$ cat src/rtl/ahbl_sram_ctrl_if.sv
// AHB-Lite bus bundle seen by the SRAM controller.
// The master side also drives HREADY, standing in for the interconnect.
interface ahbl_sram_ctrl_if;
    logic        HSEL;
    logic [31:0] HADDR;
    logic [1:0]  HTRANS;
    logic        HWRITE;
    logic [2:0]  HSIZE;
    logic [31:0] HWDATA;
    logic        HREADY;
    logic        HREADYOUT;
    logic        HRESP;
    logic [31:0] HRDATA;

    modport master (
        output HSEL, HADDR, HTRANS, HWRITE, HSIZE, HWDATA, HREADY,
        input  HREADYOUT, HRESP, HRDATA
    );

    modport slave (
        input  HSEL, HADDR, HTRANS, HWRITE, HSIZE, HWDATA, HREADY,
        output HREADYOUT, HRESP, HRDATA
    );
endinterface

$ cat src/rtl/ahbl_sram_ctrl.sv
// AHB-Lite responder for a single-port 32-bit synchronous SRAM.
// Reads are zero-wait unless the SRAM port is busy with a write data phase.
module ahbl_sram_ctrl #(
    parameter int AW = 12
) (
    input  logic            HCLK,
    input  logic            HRESET,
    ahbl_sram_ctrl_if.slave bus,
    output logic            SRAMCS,
    output logic [3:0]      SRAMWEN,
    output logic [AW-1:0]   SRAMADDR,
    output logic [31:0]     SRAMWDATA,
    input  logic [31:0]     SRAMRDATA
);
    typedef enum logic [2:0] {
        IDLE  = 3'd0,
        RDATA = 3'd1,
        WDATA = 3'd2,
        RWAIT = 3'd3,
        ERR1  = 3'd4,
        ERR2  = 3'd5
    } state_t;

    state_t        state_q, state_d;
    logic [AW-1:0] addr_q, addr_d;
    logic [3:0]    lanes_q, lanes_d;

    logic          accept_s;
    logic          legal_s;
    logic [3:0]    lanes_s;
    logic [AW-1:0] word_s;
    logic          unused_s;

    assign unused_s = ^{bus.HADDR[31:AW+2], bus.HTRANS[0]};

    // Address-phase decode: acceptance, alignment legality and byte lanes.
    always_comb begin
        accept_s = bus.HSEL & bus.HREADY & bus.HTRANS[1];
        word_s   = bus.HADDR[AW+1:2];
        case (bus.HSIZE)
            3'd0: begin
                legal_s = 1'b1;
                lanes_s = 4'b0001 << bus.HADDR[1:0];
            end
            3'd1: begin
                legal_s = ~bus.HADDR[0];
                lanes_s = bus.HADDR[1] ? 4'b1100 : 4'b0011;
            end
            3'd2: begin
                legal_s = (bus.HADDR[1:0] == 2'b00);
                lanes_s = 4'b1111;
            end
            default: begin
                legal_s = 1'b0;
                lanes_s = 4'b0000;
            end
        endcase
    end

    // Next state, bus response and SRAM port drive.
    always_comb begin
        state_d       = IDLE;
        addr_d        = addr_q;
        lanes_d       = lanes_q;
        bus.HREADYOUT = 1'b1;
        bus.HRESP     = 1'b0;
        bus.HRDATA    = 32'h0000_0000;
        SRAMCS        = 1'b0;
        SRAMWEN       = 4'b0000;
        SRAMADDR      = addr_q;
        SRAMWDATA     = 32'h0000_0000;
        case (state_q)
            ERR1: begin
                bus.HREADYOUT = 1'b0;
                bus.HRESP     = 1'b1;
                state_d       = ERR2;
            end
            RWAIT: begin
                bus.HREADYOUT = 1'b0;
                SRAMCS        = 1'b1;
                state_d       = RDATA;
            end
            default: begin
                // Data-phase side of IDLE, RDATA, WDATA and ERR2.
                if (state_q == RDATA) begin
                    bus.HRDATA = SRAMRDATA;
                end else if (state_q == ERR2) begin
                    bus.HRESP = 1'b1;
                end else if (state_q == WDATA) begin
                    SRAMCS    = 1'b1;
                    SRAMWEN   = lanes_q;
                    SRAMWDATA = bus.HWDATA;
                end else begin
                    bus.HRDATA = 32'h0000_0000;
                end
                // A read colliding with a write data phase must wait for the port.
                if (accept_s) begin
                    if (!legal_s) begin
                        state_d = ERR1;
                    end else if (bus.HWRITE) begin
                        addr_d  = word_s;
                        lanes_d = lanes_s;
                        state_d = WDATA;
                    end else if (state_q == WDATA) begin
                        addr_d  = word_s;
                        state_d = RWAIT;
                    end else begin
                        SRAMCS   = 1'b1;
                        SRAMADDR = word_s;
                        state_d  = RDATA;
                    end
                end else begin
                    state_d = IDLE;
                end
            end
        endcase
        if (HRESET) begin
            SRAMCS  = 1'b0;
            SRAMWEN = 4'b0000;
        end else begin
            SRAMCS  = SRAMCS;
        end
    end

    // State and registered address/lane flops.
    always_ff @(posedge HCLK) begin
        if (HRESET) begin
            state_q <= IDLE;
            addr_q  <= '0;
            lanes_q <= 4'b0000;
        end else begin
            state_q <= state_d;
            addr_q  <= addr_d;
            lanes_q <= lanes_d;
        end
    end
endmodule
$ cat src/flat_wrapper.sv
// flat-port wrapper written by rule: the top's interface ports become plain ports
module ahbl_sram_ctrl_flat 
#(
    parameter int AW = 12
)
  (HCLK, HRESET, SRAMCS, SRAMWEN, SRAMADDR, SRAMWDATA, SRAMRDATA, bus_HSEL, bus_HADDR, bus_HTRANS, bus_HWRITE, bus_HSIZE, bus_HWDATA, bus_HREADY, bus_HREADYOUT, bus_HRESP, bus_HRDATA);
  ahbl_sram_ctrl_if bus_i ();
  input  logic HCLK;
  input  logic HRESET;
  output logic SRAMCS;
  output logic [3:0] SRAMWEN;
  output logic [AW-1:0] SRAMADDR;
  output logic [31:0] SRAMWDATA;
  input  logic [31:0] SRAMRDATA;
  input wire logic [$bits(bus_i.HSEL)-1:0] bus_HSEL;
  input wire logic [$bits(bus_i.HADDR)-1:0] bus_HADDR;
  input wire logic [$bits(bus_i.HTRANS)-1:0] bus_HTRANS;
  input wire logic [$bits(bus_i.HWRITE)-1:0] bus_HWRITE;
  input wire logic [$bits(bus_i.HSIZE)-1:0] bus_HSIZE;
  input wire logic [$bits(bus_i.HWDATA)-1:0] bus_HWDATA;
  input wire logic [$bits(bus_i.HREADY)-1:0] bus_HREADY;
  output wire logic [$bits(bus_i.HREADYOUT)-1:0] bus_HREADYOUT;
  output wire logic [$bits(bus_i.HRESP)-1:0] bus_HRESP;
  output wire logic [$bits(bus_i.HRDATA)-1:0] bus_HRDATA;
  assign bus_i.HSEL = bus_HSEL;
  assign bus_i.HADDR = bus_HADDR;
  assign bus_i.HTRANS = bus_HTRANS;
  assign bus_i.HWRITE = bus_HWRITE;
  assign bus_i.HSIZE = bus_HSIZE;
  assign bus_i.HWDATA = bus_HWDATA;
  assign bus_i.HREADY = bus_HREADY;
  assign bus_HREADYOUT = bus_i.HREADYOUT;
  assign bus_HRESP = bus_i.HRESP;
  assign bus_HRDATA = bus_i.HRDATA;
  ahbl_sram_ctrl #(.AW(AW)) u_core (.HCLK(HCLK), .HRESET(HRESET), .bus(bus_i), .SRAMCS(SRAMCS), .SRAMWEN(SRAMWEN), .SRAMADDR(SRAMADDR), .SRAMWDATA(SRAMWDATA), .SRAMRDATA(SRAMRDATA));
endmodule
$ cat config.mk
export PLATFORM = sky130hd
export DESIGN_NAME = ahbl_sram_ctrl_flat
export DESIGN_NICKNAME = d
export VERILOG_FILES = /design/src/rtl/ahbl_sram_ctrl_if.sv /design/src/rtl/ahbl_sram_ctrl.sv /design/src/flat_wrapper.sv
export SDC_FILE = /design/constraint.sdc
export NUM_CORES = 1
export LEC_CHECK = 0
export ABC_AREA = 1
export BUFFER_PORTS_ARGS = -buffer_cell sky130_fd_sc_hd__buf_2
export CAP_MARGIN = 20
export CORE_MARGIN = 2
export CORE_UTILIZATION = 31
export CTS_CLUSTER_SIZE = 28
export DETAILED_ROUTE_END_ITERATION = 10
export PLACE_DENSITY = 0.79
export SYNTH_ARGS = -nofsm -noshare
export SYNTH_HDL_FRONTEND = slang
export SYNTH_SLANG_ARGS = --single-unit
$ cat constraint.sdc
create_clock -name HCLK -period 1.4 [get_ports HCLK]
set_clock_uncertainty 0.1 [all_clocks]
set_input_delay 0.21 -clock HCLK [delete_from_list [all_inputs] [get_ports HCLK]]
set_output_delay 0.21 -clock HCLK [all_outputs]
set_load 0.01 [all_outputs]
==> results.sh, run 1 <==
export IMPL_worst_pin_slew_ps=205.6
export IMPL_synth_edf_count=0
export IMPL_yosysTopAreaCell="nor2_1"
export IMPL_multiInputGateArea_sq_um=1279
export IMPL_whs_path_depth=2
export IMPL_slew_limit_headroom_pct=86.21
export IMPL_fp_row_count=27
export IMPL_drive_gt1_share_pct=51.29
export IMPL_synth_nets=449
export IMPL_worst_path_buf_inv=3
export IMPL_final_nets=649
export IMPL_rr_startpoint="u_core.state_q[1]"
export IMPL_path_class="flop to output port"
export IMPL_maxCapViolCount=0
export IMPL_area_growth_pct=111.2
export IMPL_first_pass_iters=5
export IMPL_grt_pass1_wl_um=11100
export IMPL_violations="negative setup slack"
export IMPL_cts_hold_buf=0
export IMPL_finalMaxSlewViolations=0
export IMPL_timing_fmax_ghz=0.5344
export IMPL_synth_top_area_share_pct=23.73
export IMPL_cpPeakStageDelay_ps=380
export IMPL_synth_area_sq_um=1724
export IMPL_rsz0062_at_grt="true"
export IMPL_worstPathCellList="inv_2, nand3_2, nand2_4, nor2_4, nand2_4, buf_4, o21ai_2, nand2_1, buf_2"
export IMPL_io_pins=189
export IMPL_cts_root_buf="clkbuf_8"
export IMPL_synth_most_common_cell="nor2_1"
export IMPL_seqPwrFrac_pct=37.4
export IMPL_numCtsBuffers=3
export IMPL_viasPerCell=4.449
export IMPL_synthFlopType="dfxtp_1"
export IMPL_die_area_sq_um=6174
export IMPL_setup_viol=95
export IMPL_cp_start_kind="flop"
export IMPL_switchingPower_mw=0.4672
export IMPL_ys_seq_area_share_pct=22.06
export IMPL_fin_ws_ps=-471.4
export IMPL_port_buffers=169
export IMPL_grt_ovfl_total=0
export IMPL_antenna_found_initial=3
export IMPL_drt_wirelength_per_cell_um=12.57
export IMPL_gp_congestion=0.8132
export IMPL_dieWidth_um=78.58
export IMPL_total_power_mw=1.476
export IMPL_reg2reg_slack_ps=-150
export IMPL_ant_nets=0
export IMPL_worst_path_max_delay_cell="dfxtp_4"
export IMPL_initialDrtViolationCount=50
export IMPL_hpwl_um=5301
export IMPL_num_vias=2745
export IMPL_power_frac_clock_pct=25.7
export IMPL_power_leakage_nw=2.191
export IMPL_grt_pass1_vias=2469
export IMPL_fin_crit_sh_pct=133.7
export IMPL_die_h_um=78.58
export IMPL_ys_async_sr_fraction_pct=0
export IMPL_hp_start="HRESET"
export IMPL_clkTransAtPathRegs_ps=70
export IMPL_critPathLaunch="u_core.state_q[1]"
export IMPL_ys_top_cells_by_area="nor2_1 (24%), dfxtp_1 (22%), inv_1 (19%)"
export IMPL_start_util_pct=31.70
export IMPL_yosys_warnings=0
export IMPL_max_vdd_ir_drop_v=0.0005061
export IMPL_arrival_ps=1560
export IMPL_r2r_end="u_core.addr_q[10]"
export IMPL_drc=0
export IMPL_synth_seq_cells=19
export IMPL_endpoint_kind="output port"
export IMPL_min_to="u_core.state_q[0]"
export IMPL_netlist_cell_type_count=24
export IMPL_grt_max_degree=22
export IMPL_seq_area_sq_um=391.6
export IMPL_netlist_top_cells_count="nor2_1 (109), inv_1 (88), nand2_1 (52), nand3_1 (29), dfxtp_1 (19)"
export IMPL_worstSkewPairLatency_ps=250
export IMPL_fp_coreArea_sq_um=5439
export IMPL_combPwrFrac_pct=36.9
export IMPL_hold_viol=0
export IMPL_gr_usage_all_layers_pct=22.27
export IMPL_cts_sinks=19
export IMPL_status="finished with violations"
export IMPL_crit_top_cell="nand2_4"
export IMPL_syn_inst=343
export IMPL_crit_fanout=6
export IMPL_p_int_mw=1.009
export IMPL_clk_path_buf_depth=2
export IMPL_holdWs_ps=114.8
export IMPL_fillers=476
export IMPL_hp_class="input pin to flop"
export IMPL_cp_required_ps=1090
export IMPL_cts_tree="yes"
export IMPL_final_min_clock_period_ps=1871
export IMPL_r2r_cells=10
export IMPL_p_per_area_nw_per_um2=405.3
export IMPL_cts_htree_levels=1
export IMPL_critPathTopFamily="simple AND/OR/NAND/NOR gates"
export IMPL_syn_mean_instance_area_sq_um=5.027
export IMPL_switching_share_pct=31.66
export IMPL_wl_um=7753
## repair_timing
action	4_1_cts	5_1_grt
setup buffers	8	4
gates cloned	4	0
pin swaps	11	11
gates resized for setup	45	102
setup endpoints to repair	94	99
## worst max-delay path by stage
stage                         endpoint  slack [ps]  cells past startpoint
after floorplan           SRAMADDR[10]         -50                      9
after global placement     SRAMADDR[1]        -240                      9
after detailed placement        SRAMCS        -260                     10
after CTS                  SRAMADDR[4]        -400                      9
after global routing       SRAMADDR[0]        -560                      9
final                      SRAMADDR[4]        -470                      9
## kinds of logic (layout without fill, tap and decap cells)
family	after synthesis	count (layout)	share of synthesized area (%)
AO/OA/AOI/OAI	17	17	5.225
buffers and inverters	105	303	23.95
flip-flops	19	19	22.06
other	0	3	0
AND/OR/NAND/NOR	202	203	48.77
## state kept, by name, indices dropped and copies added, names as in the netlist
name / flops
u_core.addr_q: 12
u_core.lanes_q: 4
u_core.state_q: 3
## power groups by stage
stage	logic (mW)	registers (mW)	clock network, mW
2_1_floorplan	0.171	0.566	0
3_3_place_gp	0.389	0.566	0
3_5_place_dp	0.396	0.567	0
4_1_cts	0.463	0.555	0.386
5_1_grt	0.594	0.554	0.413
6_report	0.544	0.552	0.379
## worst register-to-register path: stages, from the launching register on
cell and delay, ps:
dfxtp_4 380, inv_2 50, nand3_2 100, nand2_4 70, nor2_4 130, nand2_4 110, buf_6 140, nor2_4 110
buf_4 130, nor2_1 40, nor2_1 130
## per-layer routing
| metal | global-route usage [%] | up-vias | wire length, um |
|---|---|---|---|
| li1 | - | 1388 | - |
| met1 | 22.40 | 1217 | 2662 |
| met2 | 45.30 | 118 | 4183 |
| met3 | 3.563 | 22 | 608 |
| met4 | 7.544 | 0 | 299 |
| met5 | 0 | - | 0 |
## area by class of cell
class	instances	share of cell area (%)
Multi-Input combinational cell	220	35.12
Tap cell	72	2.474
Clock buffer	4	1.237
Inverter	91	9.519
Antenna cell	3	0.2062
Sequential cell	19	10.76
Timing Repair Buffer	208	40.69
## placed cells by master, fill, tap and decap left out, drive strengths merged, types with 2 or more instances in the layout
cell type and count:
a21oi 3, buf 208, clkbuf 4, dfxtp 19, diode 3, inv 90, nand2 56, nand3 30
nor2 114, nor3 2, o21ai 13
## per-stage QoR
stage / setup TNS [ps] / std cells / util, % / instance area, sq um / worst slack [ps]
after floorplan: -533.9 / 343 / - / 1748 / -53.49
after global placement: -4694 / 599 / 52.27 / 2843 / -240.5
after detailed placement: -6072 / 599 / 52.27 / 2843 / -264.3
after CTS: -26410 / 615 / 59.03 / 3211 / -404.4
after global routing: -35610 / 617 / 66.94 / 3641 / -557.7
final: -27030 / 617 / 66.94 / 3641 / -471.4
Power figures use the tool's default switching activity.
==> run 2: changes to the inputs <==
--- a/config.mk
+++ b/config.mk
@@ -5,11 +5,10 @@
 export SDC_FILE = /design/constraint.sdc
 export NUM_CORES = 1
 export LEC_CHECK = 0
-export ABC_AREA = 1
 export BUFFER_PORTS_ARGS = -buffer_cell sky130_fd_sc_hd__buf_2
 export CAP_MARGIN = 20
 export CORE_MARGIN = 2
-export CORE_UTILIZATION = 31
+export CORE_UTILIZATION = 30
 export CTS_CLUSTER_SIZE = 28
 export DETAILED_ROUTE_END_ITERATION = 10
 export PLACE_DENSITY = 0.79
==> results.sh, run 2 <==
export IMPL_combPwrFrac_pct=26.0
export IMPL_wl_um=5258
export IMPL_fin_setup_tns_ps=-34750
export IMPL_yosysTopAreaCell="dfxtp_1"
export IMPL_crit_top_cell="or4_4"
export IMPL_syn_inst=194
export IMPL_clk_path_buf_depth=2
export IMPL_ys_top_cells_by_area="dfxtp_1 (24%), and3_1 (13%), and2_1 (13%)"
export IMPL_yosys_warnings=0
export IMPL_holdWs_ps=114.7
export IMPL_worstSkewPairLatency_ps=250
export IMPL_status="finished with violations"
export IMPL_largest_register_ffs=12
export IMPL_path_class="input pin to output port"
export IMPL_worst_path_buf_inv=2
export IMPL_antenna_found_initial=0
export IMPL_die_h_um=76.38
export IMPL_fin_crit_sh_pct=150.1
export IMPL_numCtsBuffers=3
export IMPL_hold_viol=0
export IMPL_cpPeakStageDelay_ps=520
export IMPL_initialDrtViolationCount=66
export IMPL_timing_fmax_ghz=0.4759
export IMPL_area_growth_pct=81.37
export IMPL_worst_path_max_delay_cell="or4_4"
export IMPL_hpwl_um=4352
export IMPL_synth_area_sq_um=1572
export IMPL_ys_async_sr_fraction_pct=0
export IMPL_layout_commonest_cell="buf_2"
export IMPL_reg2reg_slack_ps=-330
export IMPL_violations="negative setup slack"
export IMPL_power_frac_clock_pct=30.5
export IMPL_switchingPower_mw=0.3264
export IMPL_layout_common_cells="buf_2 (164), and2_1 (32), and3_1 (31)"
export IMPL_rsz0062_at_grt="true"
export IMPL_place_inst=437
export IMPL_arrival_ps=1790
export IMPL_max_vdd_ir_drop_v=0.0005564
export IMPL_synth_most_common_cell="and3_1"
export IMPL_dieWidth_um=76.38
export IMPL_drt_wirelength_per_cell_um=11.87
export IMPL_cts_root_buf="clkbuf_8"
export IMPL_switching_share_pct=25.85
export IMPL_cts_htree_levels=1
export IMPL_synth_nets=300
export IMPL_worst_pin_slew_ps=394.6
export IMPL_p_per_area_nw_per_um2=443.0
export IMPL_cts_hold_buf=0
export IMPL_synthFlopType="dfxtp_1"
export IMPL_maxCapViolCount=0
export IMPL_ant_nets=0
export IMPL_cts_sinks=19
export IMPL_final_nets=480
export IMPL_crit_fanout=3
export IMPL_fp_coreArea_sq_um=5075
export IMPL_hp_class="input pin to flop"
export IMPL_worstPathCellList="buf_6, or4_4, and2_4, or4_4, a221oi_4, buf_2"
export IMPL_instances_no_fill=443
export IMPL_cp_required_ps=1090
export IMPL_setup_viol=100
export IMPL_slew_limit_headroom_pct=73.54
export IMPL_cp_start_kind="input pin"
export IMPL_drc=0
export IMPL_viasPerCell=4.470
export IMPL_synth_edf_count=0
export IMPL_cts_tree="yes"
export IMPL_gr_usage_all_layers_pct=16.84
export IMPL_port_buffers=169
export IMPL_start_util_pct=30.97
export IMPL_fp_row_count=26
export IMPL_largest_register="u_core.addr_q"
export IMPL_antenna_cells=0
export IMPL_first_pass_iters=6
export IMPL_netlist_cell_type_count=27
export IMPL_ys_seq_area_share_pct=24.20
export IMPL_power_leakage_nw=1.652
export IMPL_netlist_top_cells_count="and3_1 (33), and2_1 (32), nand2b_1 (28), dfxtp_1 (19), mux2i_1 (16)"
export IMPL_fin_ws_ps=-701.1
export IMPL_final_core_util_pct=56.16
export IMPL_syn_mean_instance_area_sq_um=8.101
export IMPL_io_pins=189
export IMPL_p_int_mw=0.9363
export IMPL_synth_top_area_share_pct=24.20
export IMPL_final_min_clock_period_ps=2101
export IMPL_num_vias=1980
export IMPL_grt_ovfl_total=0
export IMPL_grt_pass1_wl_um=8259
export IMPL_largestRegisters="u_core.addr_q (12), u_core.lanes_q (4), u_core.state_q (3)"
export IMPL_clkTransAtPathRegs_ps=70
export IMPL_synth_seq_cells=19
export IMPL_drive_gt1_share_pct=60.86
export IMPL_gp_congestion=0.7733
export IMPL_grt_pass1_vias=1784
export IMPL_grt_max_degree=34
export IMPL_endpoint_kind="output port"
export IMPL_die_area_sq_um=5833
export IMPL_pre_cts_slack_ps=-730.2
export IMPL_finalMaxSlewViolations=0
export IMPL_critPathTopFamily="simple AND/OR/NAND/NOR gates"
export IMPL_seqPwrFrac_pct=43.5
-- run 2: area by class of cell --
cell class | instances | area, sq um
flip-flops and latches | 19 | 391.6
multi-input cells | 158 | 1212
well taps | 70 | 87.58
inverters | 2 | 10.01
clock buffers | 3 | 41.29
fillers | 485 | 2225
clock inverters | 1 | 5.005
repair buffers | 190 | 1102
-- run 2: timing repair --
item,4_1_cts,5_1_grt
pin swaps,3,3
buffers inserted,1,1
endpoints found under the setup margin,100,101
resized for setup,18,10
-- run 2: worst paths after layout --
path,from,end,cells past startpoint
worst max-delay path,bus_HSIZE[0],SRAMCS,6
worst min-delay path,bus_HADDR[8],u_core.addr_q[6],3
worst max register to register,u_core.state_q[2],u_core.addr_q[2],7
worst min register to register,u_core.addr_q[3],u_core.addr_q[3],2
-- run 2: logic make-up (layout without fill, tap and decap cells) --
family | count (synthesis) | in the layout | share of synthesized area, %
flops | 19 | 19 | 24.20
buf+inv | 17 | 196 | 4.618
mux | 28 | 28 | 18.79
simple gates | 117 | 117 | 46.89
compound gates | 13 | 13 | 5.493
-- run 2: per-layer routing --
layer	global-route usage, %	up-vias	wire length [um]
met5	0	-	0
met4	2.727	0	40
met3	5.213	4	378
met2	32.83	77	2767
met1	17.81	877	2072
li1	-	1022	-
-- run 2: worst register-to-register path, delay by kind of cell (launching register included) --
family | cells | cell delay [ps]
AND/OR/NAND/NOR | 3 | 550
multiplexers | 1 | 200
buffers and inverters | 3 | 450
flip-flops | 1 | 370
-- run 2: metrics by stage --
step | instance area [sq um] | power, mW
floorplan | 1660 | 0.6834
global placement | 2680 | 0.8684
detailed placement | 2680 | 0.8766
CTS | 2803 | 1.277
global route | 2850 | 1.341
finish | 2850 | 1.263
-- run 2: power groups by stage --
stage,registers (mW),logic [mW],clock network (mW)
6_report,0.549,0.328,0.385
5_1_grt,0.550,0.359,0.431
4_1_cts,0.549,0.326,0.402
2_1_floorplan,0.565,0.119,0
3_3_place_gp,0.564,0.305,0
3_5_place_dp,0.564,0.312,0
==> run 3: changes to the inputs <==
--- a/config.mk
+++ b/config.mk
@@ -12,6 +12,7 @@
 export CTS_CLUSTER_SIZE = 28
 export DETAILED_ROUTE_END_ITERATION = 10
 export PLACE_DENSITY = 0.79
+export SKIP_CTS_REPAIR_TIMING = 1
 export SYNTH_ARGS = -nofsm -noshare
 export SYNTH_HDL_FRONTEND = slang
 export SYNTH_SLANG_ARGS = --single-unit
==> results.sh, run 3 (synthesized netlist as in run 2, its figures left out) <==
export IMPL_status="finished with violations"
export IMPL_violations="negative setup slack"
export IMPL_start_util_pct=30.97
export IMPL_cp_required_ps=1090
export IMPL_combPwrFrac_pct=25.7
export IMPL_cp_start_kind="input pin"
export IMPL_numCtsBuffers=3
export IMPL_power_frac_clock_pct=30.6
export IMPL_timing_fmax_ghz=0.4736
export IMPL_pre_cts_slack_ps=-730.2
export IMPL_gr_usage_met1_pct=17.74
export IMPL_grt_max_degree=34
export IMPL_arrival_ps=1800
export IMPL_worstSkewPairLatency_ps=250
export IMPL_crit_top_cell="or4_4"
export IMPL_hp_start="bus_HADDR[8]"
export IMPL_clk_path_buf_depth=2
export IMPL_antenna_cells=0
export IMPL_fp_coreArea_sq_um=5075
export IMPL_area_growth_pct=79.14
export IMPL_place_inst=437
export IMPL_first_pass_iters=6
export IMPL_setup_viol=99
export IMPL_worst_pin_slew_ps=388.6
export IMPL_rr_startpoint="u_core.state_q[2]"
export IMPL_final_nets=478
export IMPL_worstPathCellList="buf_6, or4_4, and2_4, or4_4, a221oi_4, buf_2"
export IMPL_die_area_sq_um=5833
export IMPL_wl_um=5265
export IMPL_endpoint_kind="output port"
export IMPL_path_class="input pin to output port"
export IMPL_maxCapViolCount=0
export IMPL_seqPwrFrac_pct=43.7
export IMPL_cts_htree_levels=1
export IMPL_cts_tree="yes"
export IMPL_hpwl_um=4352
export IMPL_viasPerCell=4.438
export IMPL_drt_wirelength_per_cell_um=11.94
export IMPL_num_vias=1957
export IMPL_die_h_um=76.38
export IMPL_drive_gt1_share_pct=61.19
export IMPL_largest_register="u_core.addr_q"
export IMPL_clkTransAtPathRegs_ps=70
export IMPL_crit_fanout=3
export IMPL_fp_row_count=26
export IMPL_seq_area_sq_um=391.6
export IMPL_gr_usage_all_layers_pct=16.61
export IMPL_slew_limit_headroom_pct=73.93
export IMPL_rsz0062_at_grt="true"
export IMPL_power_leakage_nw=1.640
export IMPL_largest_register_ffs=12
export IMPL_p_per_area_nw_per_um2=446.6
export IMPL_io_pins=189
export IMPL_final_core_util_pct=55.47
export IMPL_reg2reg_slack_ps=-330
export IMPL_hold_viol=0
export IMPL_antenna_found_initial=0
export IMPL_ant_nets=0
export IMPL_grt_pass1_wl_um=8162
export IMPL_fin_ws_ps=-711.5
export IMPL_critPathLaunch="bus_HSIZE[0]"
export IMPL_instances_no_fill=441
export IMPL_dieWidth_um=76.38
export IMPL_port_buffers=169
export IMPL_busiest_layer="met2"
export IMPL_final_min_clock_period_ps=2111
export IMPL_worst_path_max_delay_cell="or4_4"
export IMPL_multiInputGateArea_sq_um=1216
export IMPL_fin_crit_sh_pct=150.8
export IMPL_largestRegisters="u_core.addr_q (12), u_core.lanes_q (4), u_core.state_q (3)"
export IMPL_cts_root_buf="clkbuf_8"
export IMPL_layout_commonest_cell="buf_2"
export IMPL_fillers=479
export IMPL_fin_setup_tns_ps=-33320
export IMPL_layout_common_cells="buf_2 (165), and2_1 (32), and3_1 (32)"
export IMPL_grt_ovfl_total=0
export IMPL_cpPeakStageDelay_ps=520
export IMPL_drc=0
export IMPL_initialDrtViolationCount=38
export IMPL_gr_usage_met2_pct=32.21
export IMPL_switching_share_pct=25.90
export IMPL_switchingPower_mw=0.3256
export IMPL_cts_sinks=19
export IMPL_met3_usage_pct=5.095
export IMPL_hp_class="input pin to flop"
export IMPL_grt_pass1_vias=1758
export IMPL_gp_congestion=0.7733
export IMPL_finalMaxSlewViolations=0
export IMPL_total_power_mw=1.257
export IMPL_max_vdd_ir_drop_v=0.0005561
export IMPL_p_int_mw=0.9316
-- run 3: path summary, 6_finish.rpt --
| kind | end | cells past startpoint |
|---|---|---|
| setup / recovery | SRAMCS | 6 |
| hold / removal | u_core.addr_q[6] | 3 |
| setup reg to reg | u_core.addr_q[2] | 7 |
| hold reg to reg | u_core.addr_q[3] | 2 |
-- run 3: final cells by class --
cell class                      count  area share, %
Tap cell                           70          3.111
Inverter                            2         0.2667
Multi-Input combinational cell    158          43.20
Clock inverter                      1         0.1778
Sequential cell                    19          13.91
Clock buffer                        3          1.467
Timing Repair Buffer              188          37.87
-- run 3: worst max-delay path: cells and delay by family --
kind            cells  cell delay (ps)
simple gates        3             1100
buf+inv             2              260
compound gates      1              230
-- run 3: metrics by stage --
stage                     cell area, sq um  hold WS, ps
final                                 2815        115.3
after global placement                2680        354.7
after global routing                  2815        108.0
after detailed placement              2680        362.8
after floorplan                       1660        265.3
after CTS                             2726        110.4
-- run 3: per-layer routing --
| layer | wire, um | up-vias |
|---|---|---|
| li1 | - | 1015 |
| met1 | 2097 | 861 |
| met2 | 2748 | 77 |
| met3 | 379 | 4 |
| met4 | 40 | 0 |
| met5 | 0 | - |
-- run 3: power by group through the flow --
stage / Sequential [mW] / Combinational, mW / Clock, mW
5_1_grt: 0.550 / 0.355 / 0.431
4_1_cts: 0.551 / 0.313 / 0.402
3_3_place_gp: 0.564 / 0.305 / 0
2_1_floorplan: 0.565 / 0.119 / 0
6_report: 0.549 / 0.324 / 0.385
3_5_place_dp: 0.564 / 0.312 / 0
